**src/rtl/carga_programa_pkg.sv**
```systemverilog
// Shared definitions for the instruction-memory program loader.
package carga_programa_pkg;

    typedef enum logic [1:0] {
        ST_IDLE  = 2'd0,
        ST_RECV  = 2'd1,
        ST_WRITE = 2'd2,
        ST_DONE  = 2'd3
    } estado_t;

    localparam logic [31:0] HALT_WORD_DEF     = 32'hFFFF_FFFF;
    localparam int          BYTES_POR_PALABRA = 4;

endpackage

```
**src/rtl/carga_programa_byte_empaquetador.sv**
```systemverilog
// Packs a UART byte stream into 32-bit words, first byte in the MSB position.
module byte_empaquetador
    import carga_programa_pkg::*;
(
    input  logic        clk,
    input  logic        reset,
    input  logic        clear,
    input  logic        byte_valid,
    input  logic [7:0]  byte_data,
    output logic [31:0] palabra,
    output logic        word_ready
);

    localparam logic [1:0] ULTIMO_BYTE = 2'(BYTES_POR_PALABRA - 1);

    logic [1:0] byte_cnt;

    // Pulses in the cycle the fourth byte of a word is strobed in.
    assign word_ready = byte_valid && (byte_cnt == ULTIMO_BYTE);

    // Shift register and mod-4 byte counter; clear only restarts the count,
    // since four fresh bytes fully overwrite the shift register anyway.
    always_ff @(posedge clk) begin
        if (reset) begin
            palabra  <= '0;
            byte_cnt <= '0;
        end else if (clear) begin
            byte_cnt <= '0;
        end else if (byte_valid) begin
            palabra  <= {palabra[23:0], byte_data};
            byte_cnt <= byte_cnt + 2'd1;
        end
    end

endmodule

```
**src/rtl/carga_programa.sv**
```systemverilog
// Program loader: fills instruction memory from the UART, then returns the
// memory read port to the CPU fetch stage.
//
// state    | meaning
// ---------+-------------------------------------------------------------
// ST_IDLE  | no load yet; memory address follows i_PC, CPU disabled
// ST_RECV  | collecting the four bytes of the next word
// ST_WRITE | single cycle; word written at load_addr
// ST_DONE  | load finished (halt word or memory full); CPU enabled
module carga_programa
    import carga_programa_pkg::*;
#(
    parameter int          NBITS     = 32,
    parameter int          CELDAS    = 60,
    parameter logic [31:0] HALT_WORD = HALT_WORD_DEF
) (
    input  logic             i_clk,
    input  logic             i_reset,
    input  logic             i_start,
    input  logic [7:0]       i_rx_data,
    input  logic             i_rx_valid,
    input  logic [NBITS-1:0] i_PC,
    output logic [NBITS-1:0] o_mem_addr,
    output logic [NBITS-1:0] o_mem_wdata,
    output logic             o_mem_we,
    output logic             o_cpu_enable,
    output logic             o_done,
    output logic             o_error,
    output logic [7:0]       o_word_count
);

    localparam logic [NBITS-1:0] ULTIMA_DIR = NBITS'(CELDAS - BYTES_POR_PALABRA);
    localparam logic [NBITS-1:0] PASO_DIR   = NBITS'(BYTES_POR_PALABRA);

    estado_t          estado;
    logic [NBITS-1:0] load_addr;
    logic [31:0]      palabra;
    logic             word_ready;
    logic             fin_carga;
    logic             acepta_byte;
    logic             arranque;

    // A byte arriving during WRITE starts the next word, unless this write
    // ends the load, in which case it is dropped.
    assign fin_carga   = (estado == ST_WRITE) &&
                         ((palabra == HALT_WORD) || (load_addr == ULTIMA_DIR));
    assign acepta_byte = i_rx_valid &&
                         ((estado == ST_RECV) || ((estado == ST_WRITE) && !fin_carga));
    assign arranque    = i_start && ((estado == ST_IDLE) || (estado == ST_DONE));

    byte_empaquetador u_empaquetador (
        .clk        (i_clk),
        .reset      (i_reset),
        .clear      (arranque),
        .byte_valid (acepta_byte),
        .byte_data  (i_rx_data),
        .palabra    (palabra),
        .word_ready (word_ready)
    );

    assign o_mem_wdata = NBITS'(palabra);

    // Memory port belongs to the fetch stage whenever no load is in progress.
    always_comb begin
        o_mem_addr = load_addr;
        if ((estado == ST_IDLE) || (estado == ST_DONE))
            o_mem_addr = i_PC;
    end

    // Load sequencer with registered write-enable, done, error and CPU enable.
    always_ff @(posedge i_clk) begin
        if (i_reset) begin
            estado       <= ST_IDLE;
            load_addr    <= '0;
            o_word_count <= '0;
            o_mem_we     <= 1'b0;
            o_cpu_enable <= 1'b0;
            o_done       <= 1'b0;
            o_error      <= 1'b0;
        end else begin
            case (estado)
                ST_IDLE, ST_DONE: begin
                    if (arranque) begin
                        estado       <= ST_RECV;
                        load_addr    <= '0;
                        o_word_count <= '0;
                        o_error      <= 1'b0;
                        o_done       <= 1'b0;
                        o_cpu_enable <= 1'b0;
                    end
                end
                ST_RECV: begin
                    if (word_ready) begin
                        estado   <= ST_WRITE;
                        o_mem_we <= 1'b1;
                    end
                end
                ST_WRITE: begin
                    o_mem_we     <= 1'b0;
                    o_word_count <= o_word_count + 8'd1;
                    if (fin_carga) begin
                        estado       <= ST_DONE;
                        o_done       <= 1'b1;
                        o_cpu_enable <= 1'b1;
                        o_error      <= (palabra != HALT_WORD);
                    end else begin
                        estado    <= ST_RECV;
                        load_addr <= load_addr + PASO_DIR;
                    end
                end
                default: estado <= ST_IDLE;
            endcase
        end
    end

endmodule

```
**config.mk**
```make
export PLATFORM = sky130hd
export DESIGN_NAME = carga_programa
export DESIGN_NICKNAME = d
export VERILOG_FILES = /design/src/rtl/carga_programa_pkg.sv /design/src/rtl/carga_programa_byte_empaquetador.sv /design/src/rtl/carga_programa.sv
export SDC_FILE = /design/constraint.sdc
export NUM_CORES = 1
export LEC_CHECK = 0
export ABC_AREA = 1
export ABC_CLOCK_PERIOD_IN_PS = 2400
export BUFFER_PORTS_ARGS = -buffer_cell sky130_fd_sc_hd__buf_2
export CORE_MARGIN = 10
export CORE_UTILIZATION = 56
export CTS_BUF_LIST = sky130_fd_sc_hd__clkbuf_8
export DETAILED_ROUTE_END_ITERATION = 10
export PLACE_DENSITY = 0.79
export SKIP_LAST_GASP = 1
export SYNTH_ARGS = -nofsm -noshare
export SYNTH_HDL_FRONTEND = slang
export SYNTH_HIERARCHICAL = 1
export SYNTH_SLANG_ARGS = --single-unit
```
**constraint.sdc**
```tcl
create_clock -name i_clk -period 2.4 [get_ports i_clk]
set_input_delay 0.36 -clock i_clk [delete_from_list [all_inputs] [get_ports i_clk]]
set_output_delay 0.36 -clock i_clk [all_outputs]
set_load 0.02 [all_outputs]
```
# Yosys cells after proc, flatten, opt, wreduce, memory -nomap -nowiden
# Cells that the tools add are included.
# word_totals
register_bits	79
latchBits	0
ramBits	0
mem_bits_ro	0
word_cells	60
n_memories	0
# classes
add_sub_neg	3
multipliers	0
n_div	0
n_lt_le_gt_ge	0
eq_ne	11
shift	0
mux	17
n_bitwise	1
reduce_logical	20
# op_table
operator	count
two-way mux 32 bit	3
one-hot mux 32 bit (2 select lines)	1
adder 32 x 3 -> 32 bit (second input constant)	1
== test 32 bit (second input constant)	1
== test 32 x 6 -> 1 bit (second input constant)	1
inequality test 32 bit (second input constant)	1
one-hot mux 8 bit (2 select lines)	1
adder 8 x 1 -> 8 bit (second input constant)	1
two-way mux 8 bit	1
AND reduction 2 bit	4
== test 2 bit (second input constant)	3
two-way mux 2 bit	3
inequality test 2 bit (second input constant)	3
one-hot mux 1 bit (2 select lines)	3
one-hot mux 2 bit (3 select lines)	1
AND reduction 3 bit	2
logical AND 1 bit	5
two-way mux 1 bit	4
nonzero test 2 bit	2
OR reduction 2 bit	2
logical OR 1 bit	3
adder 2 x 1 -> 2 bit (second input constant)	1
== test 2 x 1 -> 1 bit (second input constant)	1
logical NOT 2 bit	1
other kinds (3)	3

# Depth between registers and ports, before layout
# Gate-level depths: netlist of run 1.
# depth
ltp_word	10
mapped_depth	18
mapped_depth_nobuf	16

# Hierarchy
# Netlist of run 1, hierarchy kept.
# modules_own_cells
module	instances	cells_per_inst	area_each_um2	seq_area_each_um2
carga_programa	1	612	3502.1	860.8
byte_empaquetador	1	220	1475.2	680.7

# Least setup slack after synthesis of run 1
# No wires, ideal clock.
# synth_timing
path_type	register -> register
start	register load_addr[2]
end	register estado[0]
setup_time_ns	0.126
arrival_time_ns	2.024
required_ns	2.274
path_slack_ns	0.251
path_stages_with_launch	19
period_less_slack_ns	2.149
path_cell_list	dfxtp_1 > inv_1 > ha_1 > nand2_1 > nor2_1 > nand2_1 > nor2_1 > nand2_2 > nand3_1 > a21boi_0 > buf_4 > buf_2 > nand2_1 > inv_1 > inv_1 > nand2_1 > o21ai_0 > o21ai_0 > a21oi_1
# synth_between
elab_chain_cells	10
# synth_lines
element	line_no	rtl
from (decl)	carga_programa.sv:36	logic [NBITS-1:0] load_addr;
from (signal assigned)	carga_programa.sv:108	load_addr <= load_addr + PASO_DIR;
== test 32 x 6 -> 1 bit	carga_programa.sv:46	((palabra == HALT_WORD) || (load_addr == ULTIMA_DIR));
logical OR 1 bit	carga_programa.sv:46	
logical AND 1 bit	carga_programa.sv:45	assign fin_carga = (estado == ST_WRITE) &&
logical NOT 1 bit	carga_programa.sv:48	((estado == ST_RECV) || ((estado == ST_WRITE) && !fin_carga));
logical AND 1 bit	carga_programa.sv:48	
logical OR 1 bit	carga_programa.sv:48	
logical AND 1 bit	carga_programa.sv:47	assign acepta_byte = i_rx_valid &&
via acepta_byte	carga_programa.sv:40	logic acepta_byte;
logical AND 1 bit	carga_programa_byte_empaquetador.sv:19	assign word_ready = byte_valid && (byte_cnt == ULTIMO_BYTE);
via word_ready	carga_programa.sv:38	logic word_ready;
inequality test 2 x 1 -> 1 bit (no line)	n/a	
AND reduction 2 bit (no line)	n/a	
to (signal assigned)	carga_programa.sv:73	estado <= ST_IDLE;
to (signal assigned)	carga_programa.sv:84	estado <= ST_RECV;
to (signal assigned)	carga_programa.sv:94	estado <= ST_WRITE;
to (decl)	carga_programa.sv:35	estado_t estado;
# The timed path passes the listed nets, and every way through them passes these cells.
# A chain may end at the register's enable or synchronous reset.

# Final worst setup path of run 1
# layout_timing
start	register estado[0]
end	output port o_mem_addr[4]
# layout_between
elab_chain_cells	3
# layout_lines
element	line_no	rtl
== test 2 bit / logical NOT 2 bit (equally long branches)	carga_programa.sv:66	if ((estado == ST_IDLE) || (estado == ST_DONE))
logical OR 1 bit (*)	carga_programa.sv:66	
two-way mux 32 bit (*)	carga_programa.sv:66	
to (decl)	carga_programa.sv:23	output logic [NBITS-1:0] o_mem_addr,
# Every way passes the cells marked *; elsewhere a longest branch is shown, timed or not.

==> out/metrics.csv, run 1 <==
metric,value,unit
nets@finish,987,
DR pass1 iterations,5,
Post-synth EDFFs,0,
Fin. Hold Viols,0,
largest net degree at the start of global routing,39,
core footprint,8680,um^2
total vias in the final route,5444,
Bufs on Longest Clock Path,2,
maxcap violations,0,
die extent in x,114,um
WL final,14.5,mm
PD cells,667,nW/um^2
Filler Cell Count,866,
Final setup viols,0,
Final Max Tran Viols,0,
port bufs,119,
clk_skew,0.0145,ns
Vias/cell,5.19,
placed inst area,5580,um^2
status,"complete, no violations",
area of the multi-input gates,2820,um^2
vias in the first global route,4829,
relative slew slack,31.8,%
Post-Synthesis Cells,832,
synthesized cell area,4980,um^2
Crit. End Element,output port,
asr flop ratio synth,0,%
Remaining DRCs,0,
Tightest Pin Transition,1.02,ns
grt ovf,0,
FMAX,0.455,GHz
Clock transition at path regs,0.09,ns
root buf cell,clkbuf_8,
"Area growth, synth to finish",15.6,%
Initial Utilization,57.4,%
Finished Core Util,66.3,%
share of the synthesized area in the top cell type,31.0,%
first-pass GRT wire length,23.5,mm
hold depth,5,
ANT cells,0,
YS warnings,6,
# clock sinks,77,
Initial DRC Count,324,
crit path max fanout,24,
Post-DP HPWL,11.0,mm
sequential fraction of the synthesis area,31.0,%
num rows,34,
critical path class,reg2out,
initial antenna violation count,0,
Synth area leader,dfxtp_1,
static leakage,2.67,nW
total CTS buffers,9,
htree depth,3,
gr usage total,21.5,%
fin area,5750,um^2
"Distinct cells, synth",35,
Routed Antenna Nets,0,
Register Area,1540,um^2
Post-Syn Nets,883,
# IOs,120,
overall power,0.00384,W
Synth Flop Type,dfxtp_1,
RSZ-0062 raised after global routing,no,
Area contributors post-synth,"dfxtp_1, nand2_1, nor2_1, nand3_1, inv_1",
post-CTS setup buffers,0,
total die area,13100,um^2
total negative setup slack,0,ns
Peak VDD IR,437,uV
#FFs+latches synth,77,
worst-skew pair later-pin latency,0.37,ns
Synth Area per Inst,5.98,um^2
Hold Path Class,in2reg,
Setup crit start kind,flop,
share of cells above drive strength 1,19.3,%
die span in y,114,um
Post-synth top cells,"nand2_1, nor2_1, inv_1",
reg2reg path depth,8,
pre-CTS setup slack,0.237,ns
gpl congestion,0.926,
Worst EP arrival,1.84,ns
top-count cell post-synth,nand2_1,
PnR worst setup slack,0.201,ns
final worst path period share,91.6,%
wire length per cell,13.9,um
fin crit period,2.20,ns
CTS tree,done,
Critical Path RT,2.04,ns
[through the flow]
step / std cells / hold WS [ns]
floorplan: 832 / 0.440
global placement: 1033 / 0.451
detailed placement: 1033 / 0.467
CTS: 1049 / 0.286
global route: 1049 / 0.303
finish: 1049 / 0.292
[layout by cell type (no fill, tap or decap), types with 2 or more instances in the layout]
| master | count |
|---|---|
| a21oi_1 | 31 |
| buf_2 | 119 |
| buf_4 | 11 |
| clkbuf_8 | 9 |
| clkinvlp_4 | 2 |
| dfxtp_1 | 76 |
| ha_1 | 6 |
| inv_1 | 103 |
| inv_2 | 6 |
| inv_6 | 2 |
| nand2_1 | 239 |
| nand2_2 | 7 |
| nand2_4 | 3 |
| nand2_8 | 2 |
| nand3_1 | 88 |
| nand3b_1 | 5 |
| nand4_1 | 6 |
| nor2_1 | 142 |
| nor2_2 | 7 |
| nor2_4 | 5 |
| nor3_1 | 13 |
| nor3b_1 | 3 |
| o21ai_0 | 37 |
| xor2_1 | 4 |
[power by group]
group | switching (W) | total, W | leakage [nW] | internal, W
clock network | 0.000542 | 0.000921 | 0.0874 | 0.000379
registers | 0.0000963 | 0.00148 | 0.624 | 0.00138
logic | 0.000995 | 0.00144 | 1.96 | 0.000447
[layer usage]
| metal | track usage (%) | routed length (um) |
|---|---|---|
| met3 | 4.30 | 1070 |
| met5 | 0 | 0 |
| met2 | 34.5 | 6700 |
| met4 | 7.18 | 197 |
| met1 | 28.0 | 6580 |
[state kept, by name, summed over array words and instances, names as in the netlist]
name,cells
estado,2
load_addr,30
o_done,1
o_error,1
o_mem_we,1
o_word_count,8
u_empaquetador/byte_cnt,2
u_empaquetador/palabra,32
[final timing paths]
check                           slack (ns)                       start                    endpoint
worst max-delay path                  0.20                   estado[0]               o_mem_addr[4]
worst min-delay path                  0.29                i_rx_data[3]   u_empaquetador/palabra[3]
worst min register to register        0.48  u_empaquetador/byte_cnt[1]  u_empaquetador/byte_cnt[1]
worst max register to register        0.25                   estado[0]  u_empaquetador/palabra[30]
[final cells by class]
class	instances	area share, %
multi-input cells	610	49.0
clock inverters	7	0.870
well taps	108	2.35
inverters	108	7.05
flip-flops and latches	77	26.8
repair buffers	130	11.8
clock buffers	9	2.15
[critical path, stage by stage, from the launching register on]
cell and delay, ns:
dfxtp_1 0.37, inv_1 0.07, ha_2 0.35, buf_4 0.24, inv_1 0.12, nand2_1 0.10
nand2_1 0.05, buf_2 0.15
[what timing repair did]
action / 4_1_cts / 5_1_grt
gates resized for setup: 0 / 2
hold buffers: 0 / 0
endpoints found under the setup margin: 0 / 1
[cells by family after synthesis]
family | share of synthesized area, %
XOR/XNOR | 0.880
AO/OA/AOI/OAI | 7.42
buffers and inverters | 12.6
AND/OR/NAND/NOR | 46.4
adder cells (fa/ha/maj) | 1.76
flip-flops | 31.0
(Power assumes the default switching activity.)
==> run 2: changes to the inputs <==
--- a/config.mk
+++ b/config.mk
@@ -14,7 +14,7 @@
 export DETAILED_ROUTE_END_ITERATION = 10
 export PLACE_DENSITY = 0.79
 export SKIP_LAST_GASP = 1
+export SLEW_MARGIN = 20
 export SYNTH_ARGS = -nofsm -noshare
 export SYNTH_HDL_FRONTEND = slang
-export SYNTH_HIERARCHICAL = 1
 export SYNTH_SLANG_ARGS = --single-unit
==> out/metrics.csv, run 2 <==
metric,value,unit
Post-synth EDFFs,0,
worst-skew pair later-pin latency,0.35,ns
"commonest non-fill, non-tap cells in the layout","nand2_1, nor2_1, buf_2, inv_1, dfxtp_1",
status,"complete, no violations",
Crit. End Element,output port,
grt ovf,0,
Setup crit start kind,flop,
die extent in x,113,um
Hold Path Class,in2reg,
complex-gate fraction of the synthesized area,7.94,%
total negative setup slack,0,ns
core footprint,8340,um^2
Worst EP arrival,1.98,ns
Post-synth top cells,"nand2_1, nor2_1, inv_1",
FMAX,0.427,GHz
PnR worst setup slack,0.0600,ns
vias in the first global route,5137,
port bufs,119,
"Slowest-stage cell, CP",dfxtp_1,
clk_skew,0.00725,ns
total CTS buffers,9,
Tightest Pin Transition,0.710,ns
relative slew slack,52.3,%
Top Family by Delay on Critical Path,buffers and inverters,
Largest register FFs,32,
Synth Area per Inst,5.90,um^2
share of the synthesized area in the top cell type,31.7,%
share of cells above drive strength 1,18.5,%
num rows,33,
Critical Path RT,2.04,ns
top-count cell post-synth,nand2_1,
# IOs,120,
cts hold-fix bufs,0,
Routed Antenna Nets,0,
fin crit period,2.34,ns
main combinational cell family by area after synthesis,simple AND/OR/NAND/NOR gates,
Initial DRC Count,243,
YS warnings,0,
Synth area leader,dfxtp_1,
gr usage total,21.8,%
Initial Utilization,58.4,%
Register Area,1540,um^2
sequential fraction of the synthesis area,31.7,%
critical path class,reg2out,
gpl congestion,0.915,
"commonest non-fill, non-tap cell in the layout",nand2_1,
synthesized cell area,4870,um^2
Post-Syn Nets,876,
WP buf/inv,3,
"Distinct cells, synth",30,
nets@finish,983,
CP Cell Sequence,inv_1 > ha_1 > buf_12 > nand2_1 > o21ai_0 > buf_2,
"Largest stage delay, worst path",0.40,ns
ANT cells,0,
area of the multi-input gates,2690,um^2
RSZ-0062 raised after global routing,no,
Clock transition at path regs,0.09,ns
Final setup viols,0,
biggest regs,"u_empaquetador.palabra x32, load_addr x30, o_word_count x8",
initial antenna violation count,0,
"Area growth, synth to finish",16.9,%
PD cells,625,nW/um^2
post-CTS setup buffers,0,
Final Max Tran Viols,0,
DR pass1 iterations,5,
Synth Area in XOR/XNOR,3.42,%
total die area,12800,um^2
static leakage,2.65,nW
Synth Area in Simple Gates,42.1,%
Synth Area in Adders,1.80,%
Area contributors post-synth,"dfxtp_1, nand2_1, nor2_1, inv_1, nand4_1",
Fin. Hold Viols,0,
Bufs on Longest Clock Path,2,
Biggest register,u_empaquetador.palabra,
wire length per cell,13.8,um
first-pass GRT wire length,23.7,mm
# clock sinks,77,
Filler Cell Count,816,
largest net degree at the start of global routing,56,
total vias in the final route,5322,
Synth Flop Type,dfxtp_1,
PostCTS Resize Cnt,2,
maxcap violations,0,
Peak VDD IR,292,uV
Remaining DRCs,0,
pre-CTS setup slack,0.295,ns
CTS tree,done,
root buf cell,clkbuf_8,
#FFs+latches synth,77,
Post-DP HPWL,10.9,mm
asr flop ratio synth,0,%
final worst path period share,97.5,%
Post-Synthesis Cells,825,
die span in y,113,um
Vias/cell,5.11,
crit path max fanout,55,
mux contribution to synthesized area,0,%
WL final,14.4,mm
htree depth,3,
-- run 2: cell types whose count changed in the layout (fill, tap and decap cells not counted), sizes merged, moves of 2 or more --
cell,change
nand3,-67
nand2,+44
nand4,+34
nor2,-30
a21oi,+14
xor2,+13
o21ai,-9
inv,+8
nor3,-7
nand3b,-4
buf,+2
nor3b,-2
-- run 2: worst paths after layout --
kind,endpoint,cells after the start,start,slack (ns)
max,o_mem_addr[2],6,estado[0],0.06
min,u_empaquetador.palabra[7],5,i_rx_data[7],0.32
max reg2reg,load_addr[19],7,estado[0],0.19
min reg2reg,o_mem_we,2,o_mem_we,0.47
-- run 2: cell families (layout without fill, tap and decap cells) --
family | Yosys count | in the layout
buffers and inverters | 153 | 265
AO/OA/AOI/OAI | 76 | 76
adder cells (fa/ha/maj) | 7 | 7
AND/OR/NAND/NOR | 493 | 493
XOR/XNOR | 19 | 19
flip-flops | 77 | 77
-- run 2: power by group --
part,switching (W),internal [W]
Clock,0.000562,0.000393
Combinational,0.000836,0.000357
Sequential,0.0000569,0.00135
Total,0.00145,0.00210
-- run 2: metrics by stage --
step / power, W / instance area, um^2 / util (%) / instances / hold slack (ns)
6_report: 0.00356 / 5690 / 68.2 / 1042 / 0.318
5_1_grt: 0.00378 / 5690 / 68.2 / 1042 / 0.342
4_1_cts: 0.00358 / 5690 / 68.2 / 1042 / 0.311
3_5_place_dp: 0.00262 / 5500 / 65.9 / 1026 / 0.459
3_3_place_gp: 0.00260 / 5500 / 65.9 / 1026 / 0.451
2_1_floorplan: 0.00230 / 4870 / - / 825 / 0.441
-- run 2: worst register-to-register path, delay by kind of cell (launching register included) --
| kind | cells | cell delay [ns] |
|---|---|---|
| AND/OR/NAND/NOR | 2 | 0.32 |
| buffers and inverters | 2 | 0.46 |
| AO/OA/AOI/OAI | 2 | 0.58 |
| flip-flops | 1 | 0.40 |
| adder cells (fa/ha/maj) | 1 | 0.38 |
-- run 2: per-layer routing --
metal | routed length [um] | share of wire, % | global-route usage [%]
met5 | 0 | 0 | 0
met4 | 463 | 3.2 | 9.73
met3 | 964 | 6.7 | 5.49
met2 | 7010 | 49 | 38.4
met1 | 5950 | 41 | 24.1
-- run 2: layout make-up --
class / count / share of cell area (%)
sequential: 77 / 27.1
inverter: 117 / 7.72
clock buffer: 9 / 2.18
timing repair buffer: 132 / 12.4
multi-input combinational: 595 / 47.3
clock inverter: 7 / 1.01
tap: 105 / 2.31
==> run 3: changes to the inputs <==
--- a/config.mk
+++ b/config.mk
@@ -12,6 +12,7 @@
 export CORE_UTILIZATION = 56
 export CTS_BUF_LIST = sky130_fd_sc_hd__clkbuf_8
 export DETAILED_ROUTE_END_ITERATION = 10
+export MAX_ROUTING_LAYER = met4
 export PLACE_DENSITY = 0.79
 export SKIP_LAST_GASP = 1
 export SLEW_MARGIN = 20
==> out/metrics.csv, run 3 (synthesis gave the netlist of run 2 again) <==
metric,value,unit
Remaining DRCs,0,
Critical Path Sink,o_mem_addr[2],
Clock transition at path regs,0.09,ns
vias in the first global route,5185,
Worst R2R Setup Slack,0.19,ns
first-pass GRT wire length,24.1,mm
root buf cell,clkbuf_8,
ANT cells,0,
total die area,12800,um^2
critical path class,reg2out,
Final setup viols,0,
Initial DRC Count,333,
Vias/cell,5.22,
Worst EP arrival,2.00,ns
# IOs,120,
"commonest non-fill, non-tap cells in the layout","nand2_1, nor2_1, buf_2, inv_1, dfxtp_1",
# clock sinks,77,
WL final,14.9,mm
worst reg2reg path endpoint,load_addr[3],
Post-DP HPWL,11.2,mm
relative slew slack,56.5,%
Peak VDD IR,389,uV
overall power,0.00368,W
Routed Antenna Nets,0,
Min Hold Slack,0.319,ns
final worst path period share,98.2,%
"Area growth, synth to finish",17.6,%
initial antenna violation count,0,
share of cells above drive strength 1,18.6,%
post-CTS setup buffers,0,
htree depth,3,
pre-CTS setup slack,0.241,ns
port bufs,119,
CP Cell Sequence,inv_1 > ha_1 > buf_12 > nand2_1 > o21ai_0 > buf_2,
Critical Path RT,2.04,ns
Largest register FFs,32,
Tightest Pin Transition,0.648,ns
gr usage total,22.8,%
core footprint,8340,um^2
Final Max Tran Viols,0,
gpl congestion,0.920,
"Slowest-stage cell, CP",ha_1,
wire length per cell,14.3,um
worst-skew pair later-pin latency,0.37,ns
FF-to-FF Start,estado[0],
die span in y,113,um
status,"complete, no violations",
biggest regs,"u_empaquetador.palabra x32, load_addr x30, o_word_count x8",
Initial Utilization,58.4,%
grt ovf,0,
nets@finish,984,
PD cells,644,nW/um^2
Hold Path Class,in2reg,
RSZ-0062 raised after global routing,yes,
reg2reg path depth,7,
"Largest stage delay, worst path",0.40,ns
crit path max fanout,55,
total vias in the final route,5441,
largest net degree at the start of global routing,56,
static leakage,2.65,nW
total CTS buffers,9,
Finished Core Util,68.6,%
crit path launch,estado[0],
Biggest register,u_empaquetador.palabra,
maxcap violations,0,
clk_skew,0.0127,ns
FMAX,0.424,GHz
hold path start,i_rx_data[7],
PnR worst setup slack,0.0438,ns
die extent in x,113,um
num rows,33,
"commonest non-fill, non-tap cell in the layout",nand2_1,
Fin. Hold Viols,0,
Bufs on Longest Clock Path,2,
DR pass1 iterations,5,
fin crit period,2.36,ns
cts hold-fix bufs,0,
Crit. End Element,output port,
CTS tree,done,
Setup crit start kind,flop,
-- run 3: cell count changes in the layout (fill, tap and decap cells not counted) --
| cell | before | now |
|---|---|---|
| nand3_2 | 1 | 2 |
| inv_6 | 3 | 2 |
| clkinvlp_4 | 2 | 3 |
| clkinv_2 | 1 | 0 |
| bufinv_16 | 0 | 1 |
-- run 3: worst max-delay path, delay by kind of cell, from the launching register on --
kind            cells  cell delay, ns
compound gates      1            0.15
fa+ha+maj           1            0.40
simple gates        1            0.12
buf+inv             3            0.55
flops               1            0.38
-- run 3: worst min-delay path by stage --
| stage | endpoint | slack (ns) | cells after the start |
|---|---|---|---|
| global placement | u_empaquetador.byte_cnt[1] | 0.45 | 2 |
| global route | u_empaquetador.palabra[7] | 0.33 | 5 |
| floorplan | u_empaquetador.byte_cnt[1] | 0.44 | 2 |
| finish | u_empaquetador.palabra[7] | 0.32 | 5 |
| detailed placement | o_mem_we | 0.45 | 2 |
| CTS | u_empaquetador.palabra[7] | 0.32 | 5 |
-- run 3: stage by stage --
step	std cells	TNS [ns]	cell area [um^2]
finish	1043	0	5720
global route	1043	-0.0214	5720
CTS	1042	0	5710
detailed placement	1026	0	5500
global placement	1026	0	5500
floorplan	825	0	4870
-- run 3: where the power goes --
| group | switching (W) | internal (W) | total (W) |
|---|---|---|---|
| sequential | 0.0000568 | 0.00135 | 0.00141 |
| clock | 0.000573 | 0.000495 | 0.00107 |
| combinational | 0.000846 | 0.000359 | 0.00121 |
-- run 3: layout make-up --
cell class | instances | area [um^2]
Clock inverter | 7 | 81.3
Multi-Input combinational cell | 596 | 2700
Timing Repair Buffer | 132 | 706
Clock buffer | 9 | 124
Fill cell | 805 | 2620
Inverter | 117 | 439
Sequential cell | 77 | 1540
Tap cell | 105 | 131
-- run 3: what timing repair did --
item,in CTS,in global routing
gates resized for setup,1,3
gates cloned,0,1
setup endpoints to repair,1,3
pin swaps,0,1
-- run 3: routing by layer --
layer  part of all wire [%]  wire [um]  GRT usage [%]
met1                     41       6050           24.9
met2                     51       7650           39.9
met3                    5.8        865           4.49
met4                    2.5        374           8.71
met5                      0          0              -
